File: src/rtl/vc_flit_queue_if.sv
// rtl/vc_flit_queue_if.sv - flit type package and push/pop bundle for vc_flit_queue
package types;
    typedef logic [7:0] flit_t;
endpackage

interface vc_flit_queue_if #(
    parameter int NUM_VC = 4,
    parameter int DEPTH  = 8
);
    localparam int VC_W  = (NUM_VC > 1) ? $clog2(NUM_VC) : 1;
    localparam int CNT_W = $clog2(DEPTH + 1);

    types::flit_t                   push_flit;
    logic [VC_W-1:0]                push_vc;
    logic                           push_valid;
    logic                           push_ready;
    logic [NUM_VC-1:0]              push_ready_vec;
    logic [VC_W-1:0]                pop_vc;
    logic                           pop_ready;
    logic                           pop_valid;
    types::flit_t                   pop_flit;
    logic [NUM_VC-1:0]              pop_valid_vec;
    logic [NUM_VC-1:0][CNT_W-1:0]   count;
    logic                           err;

    modport master (
        output push_flit, push_vc, push_valid, pop_vc, pop_ready,
        input  push_ready, push_ready_vec, pop_valid, pop_flit, pop_valid_vec, count, err
    );

    modport slave (
        input  push_flit, push_vc, push_valid, pop_vc, pop_ready,
        output push_ready, push_ready_vec, pop_valid, pop_flit, pop_valid_vec, count, err
    );
endinterface

File: src/rtl/vc_flit_queue.sv
// rtl/vc_flit_queue.sv - NUM_VC independent flit FIFOs behind one push and one pop port
// Optional same-cycle empty-queue bypass when VC_QUEUE_BYPASS_EN is defined.
module vc_flit_queue #(
    parameter int NUM_VC = 4,
    parameter int DEPTH  = 8
) (
    input logic           clk,
    input logic           rst_n,
    vc_flit_queue_if.slave q
);
    localparam int VC_W  = (NUM_VC > 1) ? $clog2(NUM_VC) : 1;
    localparam int CNT_W = $clog2(DEPTH + 1);
    localparam int PTR_W = $clog2(DEPTH);
    localparam logic [CNT_W-1:0] FULL = CNT_W'(DEPTH);
    localparam logic [PTR_W-1:0] LAST = PTR_W'(DEPTH - 1);

    types::flit_t     mem  [NUM_VC][DEPTH];
    logic [PTR_W-1:0] head [NUM_VC];
    logic [PTR_W-1:0] tail [NUM_VC];
    logic [CNT_W-1:0] cnt  [NUM_VC];
    logic [CNT_W:0]   cnt_nxt [NUM_VC];
    logic             err_q;

    logic              push_in, pop_in;
    logic [VC_W-1:0]   pi, oi;
    logic              push_ok, bypass_hit, pop_fire, push_store, pop_store, proto_err;
    logic [NUM_VC-1:0] over;

    function automatic logic [PTR_W-1:0] nxt_ptr(input logic [PTR_W-1:0] p);
        return (p == LAST) ? '0 : p + 1'b1;
    endfunction

    // Out-of-range selects are clamped to VC0 so array reads never go out of bounds.
    assign push_in = 32'(q.push_vc) < NUM_VC;
    assign pop_in  = 32'(q.pop_vc) < NUM_VC;
    assign pi      = push_in ? q.push_vc : '0;
    assign oi      = pop_in ? q.pop_vc : '0;

    assign q.push_ready = push_in && (cnt[pi] != FULL);
    assign push_ok      = q.push_valid && q.push_ready;

`ifdef VC_QUEUE_BYPASS_EN
    assign bypass_hit = push_ok && pop_in && (q.push_vc == q.pop_vc) && (cnt[oi] == '0);
`else
    assign bypass_hit = 1'b0;
`endif

    assign q.pop_valid = pop_in && ((cnt[oi] != '0) || bypass_hit);
    assign q.pop_flit  = bypass_hit ? q.push_flit : mem[oi][tail[oi]];
    assign pop_fire    = q.pop_valid && q.pop_ready;

    // A consumed bypass flit never touches storage; an unconsumed one is stored normally.
    assign push_store = push_ok && !(bypass_hit && q.pop_ready);
    assign pop_store  = pop_fire && !bypass_hit;

    always_comb begin
        q.push_ready_vec = '0;
        q.pop_valid_vec  = '0;
        q.count          = '0;
        cnt_nxt          = '{default: '0};
        over             = '0;
        for (int v = 0; v < NUM_VC; v++) begin
            q.push_ready_vec[v] = (cnt[v] != FULL);
            q.pop_valid_vec[v]  = (cnt[v] != '0);
            q.count[v]          = cnt[v];
            cnt_nxt[v] = {1'b0, cnt[v]}
                       + (CNT_W+1)'(push_store && (pi == VC_W'(v)))
                       - (CNT_W+1)'(pop_store && (oi == VC_W'(v)));
            over[v] = cnt_nxt[v] > (CNT_W+1)'(DEPTH);
        end
    end

    assign proto_err = (q.push_valid && !push_in) || (q.pop_ready && !pop_in) || (|over);
    assign q.err     = err_q;

    always_ff @(posedge clk or negedge rst_n) begin
        if (!rst_n) begin
            for (int v = 0; v < NUM_VC; v++) begin
                head[v] <= '0;
                tail[v] <= '0;
                cnt[v]  <= '0;
            end
            err_q <= 1'b0;
        end else begin
            for (int v = 0; v < NUM_VC; v++) begin
                cnt[v] <= cnt_nxt[v][CNT_W-1:0];
                if (push_store && (pi == VC_W'(v))) head[v] <= nxt_ptr(head[v]);
                if (pop_store && (oi == VC_W'(v)))  tail[v] <= nxt_ptr(tail[v]);
            end
            err_q <= err_q | proto_err;
        end
    end

    always_ff @(posedge clk) begin
        if (push_store) mem[pi][head[pi]] <= q.push_flit;
    end
endmodule

File: src/flat_wrapper.sv
// flat-port wrapper written by rule: the top's interface ports become plain ports
module vc_flit_queue_flat 
#(
    parameter int NUM_VC = 4,
    parameter int DEPTH  = 8
)
  (clk, rst_n, q_push_flit, q_push_vc, q_push_valid, q_pop_vc, q_pop_ready, q_push_ready, q_push_ready_vec, q_pop_valid, q_pop_flit, q_pop_valid_vec, q_count, q_err);
  vc_flit_queue_if #(.NUM_VC(NUM_VC), .DEPTH(DEPTH)) q_i ();
  input logic clk;
  input logic rst_n;
  input wire logic [$bits(q_i.push_flit)-1:0] q_push_flit;
  input wire logic [$bits(q_i.push_vc)-1:0] q_push_vc;
  input wire logic [$bits(q_i.push_valid)-1:0] q_push_valid;
  input wire logic [$bits(q_i.pop_vc)-1:0] q_pop_vc;
  input wire logic [$bits(q_i.pop_ready)-1:0] q_pop_ready;
  output wire logic [$bits(q_i.push_ready)-1:0] q_push_ready;
  output wire logic [$bits(q_i.push_ready_vec)-1:0] q_push_ready_vec;
  output wire logic [$bits(q_i.pop_valid)-1:0] q_pop_valid;
  output wire logic [$bits(q_i.pop_flit)-1:0] q_pop_flit;
  output wire logic [$bits(q_i.pop_valid_vec)-1:0] q_pop_valid_vec;
  output wire logic [$bits(q_i.count)-1:0] q_count;
  output wire logic [$bits(q_i.err)-1:0] q_err;
  assign q_i.push_flit = q_push_flit;
  assign q_i.push_vc = q_push_vc;
  assign q_i.push_valid = q_push_valid;
  assign q_i.pop_vc = q_pop_vc;
  assign q_i.pop_ready = q_pop_ready;
  assign q_push_ready = q_i.push_ready;
  assign q_push_ready_vec = q_i.push_ready_vec;
  assign q_pop_valid = q_i.pop_valid;
  assign q_pop_flit = q_i.pop_flit;
  assign q_pop_valid_vec = q_i.pop_valid_vec;
  assign q_count = q_i.count;
  assign q_err = q_i.err;
  vc_flit_queue #(.NUM_VC(NUM_VC), .DEPTH(DEPTH)) u_core (.clk(clk), .rst_n(rst_n), .q(q_i));
endmodule
File: config.mk
export PLATFORM = sky130hd
export DESIGN_NAME = vc_flit_queue_flat
export DESIGN_NICKNAME = d
export VERILOG_FILES = /design/src/rtl/vc_flit_queue_if.sv /design/src/rtl/vc_flit_queue.sv /design/src/flat_wrapper.sv
export SDC_FILE = /design/constraint.sdc
export NUM_CORES = 1
export LEC_CHECK = 0
export CAP_MARGIN = 20
export CORE_MARGIN = 8
export CORE_UTILIZATION = 65
export CTS_CLUSTER_DIAMETER = 50
export DETAILED_ROUTE_END_ITERATION = 12
export PLACE_DENSITY = 0.84
export SLEW_MARGIN = 20
export SYNTH_ARGS = -nofsm -noshare
export SYNTH_HDL_FRONTEND = slang
export SYNTH_SLANG_ARGS = --single-unit
File: constraint.sdc
create_clock -name clk -period 7.5 [get_ports clk]
set_clock_uncertainty 0.05 [all_clocks]
set_input_delay 1.125 -clock clk [delete_from_list [all_inputs] [get_ports clk]]
set_output_delay 1.125 -clock clk [all_outputs]
set_load 0.005 [all_outputs]
==> run_results.csv <==
group,metric,value,unit
floorplan,ios,51,
critical_path,setup.worst_path.class,"in2out",
clock_tree,cts_resized,0,
critical_path,r2r_cells,13,
routing,highest_layer,"met4",
critical_path,worstPathRequired,6.32,ns
critical_path,cp_cell_sequence,"buf_2, mux4_2, mux2_2, o22ai_1, a221oi_1, clkdlybuf4s50_1",
synthesis,syn_nets,767,
sta,finalSetupTns,0,ns
critical_path,cp-end-kind,"output pin",
finish,final_core_util,73.8,%
placed_design,place.gp.congestion,0.876,
finish,diodes,0,
synthesis,ys_ff_latch,297,
sta,drv_slew,0,
routing,routed_wl,27.8,mm
routing,drtIter0Drc,749,
placed_design,io_buffers,50,
critical_path,cp-start-kind,"primary input",
clock_tree,cts.path.max_buffers,3,
routing,num_vias,6746,
placed_design,placed_area,13500,um2
status,status,"finished clean",
worst_hold_path,min_from,"u_core.q.err$_DFF_PN0_",
synthesis,netlist_area,12800,um2
routing,routedWlPerCell,26.5,um
sta,rsz0062_at_grt,"no",
floorplan,die_h,156,um
routing,m1WireLength,10.9,mm
sta,min_period,5.63,ns
global_routing,grt_remaining_overflow,0,
sta,max_slew_margin,32.6,%
routing,firstDrtPassIters,5,
finish,stdcell_area,14300,um2
synthesis,synth_cells,703,
critical_path,crit-reg2reg-launch,"u_core.q.count[6]$_DFF_PN0_",
critical_path,crit_arrival,4.45,ns
sta,setup_viol,0,
synthesis,synth.avg_cell_area,18.2,um2
routing,via_per_inst,6.44,
clock_tree,cts_setup_buffers,0,
floorplan,rows,51,
sta,max_freq,178,MHz
clock_tree,clock_sinks,297,
pwr,ir_drop,0.271,mV
routing,drc,0,
sta,min_period_over_period,75.0,%
critical_path,slowest_delay,1.05,ns
placed_design,post-place-ws,1.93,ns
floorplan,die_x,156,um
routing,routed-wl-met3,2.17,mm
pwr,p_leak,0.00500,uW
floorplan,die-area,24400,um2
critical_path,cpMaxStageDelayCell,"mux4_2",
finish,fill_cells,1149,
floorplan,start_util,66.0,%
sta,fin_hold_ws,0.488,ns
global_routing,track_usage,23.3,%
clock_tree,h-tree-depth,1,
clock_tree,root_buffer,"clkbuf_16",
routing,postRouteAntennaNets,0,
clock_tree,cts_tree,"built",
clock_tree,clkLatencyLatePin,0.54,ns
sta,hold_viol_final,0,
worst_hold_path,min_path_type,"reg2reg",
pwr,p_per_area,340,nW/um2
global_routing,grt_pass1_wl,42.3,mm
finish,layout-drive-gt1-share,21.0,%
finish,fin_nets,823,
synthesis,ys_types,41,
global_routing,grt_max_degree,49,
run,maxCapViolCount,0,
critical_path,cp-startpoint,"q_pop_vc[1]",
sta,worst_pin_slew,1.01,ns
clock_tree,cts_hold_buf,0,
synthesis,yosys_warnings,0,
routing,met2_length,13.8,mm
global_routing,antenna_found_initial,1,
worst_hold_path,hold_depth,2,
finish,seq_area,8710,um2
floorplan,coreArea,19400,um2
clock_tree,clk_pin_slew,0.06,ns
placed_design,place_hpwl,17.8,mm
critical_path,cp_max_fo,39,
synthesis,ys_seq_area_share,68.1,%
finish,area_delta_synth_final,11.8,%
finish,multi_input_area,3780,um2
clock_tree,numCtsBuffers,29,
sta,worst_slack,1.87,ns
global_routing,grt_pass1_vias,7033,
-- cell families after synthesis --
| logic type | synth area share [%] |
|---|---|
| xor gates and xnor gates | 0.753 |
| adders and majority gates | 4.93 |
| buffers and inverters | 2.41 |
| DFF | 68.1 |
| muxes | 17.0 |
| AOI/OAI and AO/OA | 2.45 |
| and+or+nand+nor | 4.39 |
-- cell usage after synthesis --
cell type    n  share of area [%]
nor3_1       8               0.31
a221oi_1     9               0.62
xnor2_1      5               0.34
dfrtp_1     41                8.0
mux4_2      71                 12
o21ai_0      5               0.20
nand2b_1     7               0.34
mux2i_1     16                1.3
o32ai_1      1              0.068
xor2_1       6               0.41
buf_1        3              0.088
and2_4       1              0.068
or3b_1       2               0.14
buf_2       10               0.39
nand3_1      2              0.078
nor2_1      50                1.5
edfxtp_1   256                 60
mux2_1       2               0.18
or2_2        2              0.098
o31a_1       1              0.068
o41ai_1      2               0.14
a21oi_1     10               0.39
mux2_2      35                3.1
nand4_1      5               0.24
o22ai_1      8               0.39
nor3_4       2               0.25
nor3b_1      1              0.059
clkbuf_1     3              0.088
ha_1        44                4.3
nor2b_1      6               0.29
fa_1         4               0.63
buf_6        4               0.35
nand3b_1     3               0.18
buf_4        7               0.41
inv_1       37                1.1
a211oi_1     2               0.12
o21a_1       1              0.059
nand2_1     16               0.47
o21bai_1     3               0.18
a21o_1       4               0.23
or3_1        8               0.39
-- per-stage QoR --
stage | power [uW] | cells
detailed placement | 3530 | 993
finish | 4860 | 1047
floorplan | 3010 | 703
global route | 5080 | 1047
global placement | 3440 | 993
CTS | 4880 | 1047
-- layout by cell type (no fill, tap or decap), types with 3 or more instances in the layout --
cell / Yosys / final
a21o_1: 4 / 4
a21oi_1: 10 / 10
a221oi_1: 9 / 9
buf_2: 10 / 10
buf_4: 7 / 3
clkbuf_1: 3 / 6
clkbuf_16: 0 / 29
clkdlybuf4s50_1: 0 / 39
clkinv_1: 0 / 8
clkinv_2: 0 / 6
dfrtp_1: 41 / 41
edfxtp_1: 256 / 256
fa_1: 4 / 4
ha_1: 44 / 44
inv_1: 37 / 37
mux2_2: 35 / 35
mux2i_1: 16 / 16
mux4_2: 71 / 71
nand2_1: 16 / 16
nand2b_1: 7 / 7
nand3b_1: 3 / 3
nand4_1: 5 / 5
nor2_1: 50 / 50
nor2b_1: 6 / 6
nor3_1: 8 / 8
o21ai_0: 5 / 5
o21bai_1: 3 / 3
o22ai_1: 8 / 8
or3_1: 8 / 8
xnor2_1: 5 / 5
xor2_1: 6 / 6
-- path summary, 6_finish.rpt --
check	to	slack, ns
worst min register to register	u_core.q.err$_DFF_PN0_	0.49
worst min-delay path	u_core.q.err$_DFF_PN0_	0.49
worst max register to register	u_core.q.err$_DFF_PN0_	3.74
min in group asynchronous	u_core.head[3]$_DFFE_PN0P_	0.69
max in group asynchronous	u_core.q.count[14]$_DFF_PN0_	6.12
worst max-delay path	q_pop_flit[1]	1.87
-- flip-flops by register name, summed over array words and instances, names as in the netlist --
register / cells
u_core.head: 12
u_core.mem: 256
u_core.q.count: 16
u_core.q.err: 1
u_core.tail: 12
-- critical path, delay by kind of cell --
kind | cells | cell delay, ns
mux | 2 | 1.37
compound gates | 2 | 0.57
buf+inv | 2 | 1.34
-- power breakdown --
group          switching [uW]  total [uW]  internal [uW]
Sequential                156        2130           1970
Clock                     587        1350            763
Combinational             715        1380            668
-- cell type report --
type | instances | share of cell area (%)
Tap cell | 265 | 2.32
Clock buffer | 37 | 5.42
Inverter | 37 | 0.971
Multi-Input combinational cell | 342 | 26.4
Sequential cell | 297 | 60.9
Timing Repair Buffer | 52 | 3.24
Clock inverter | 17 | 0.752
-- layer usage --
metal / GRT usage (%) / vias to the layer above
li1: - / 2889
met5: 0 / -
met1: 30.8 / 3463
met3: 4.94 / 66
met4: 7.73 / 0
met2: 38.1 / 328
Power figures use the tool's default switching activity.
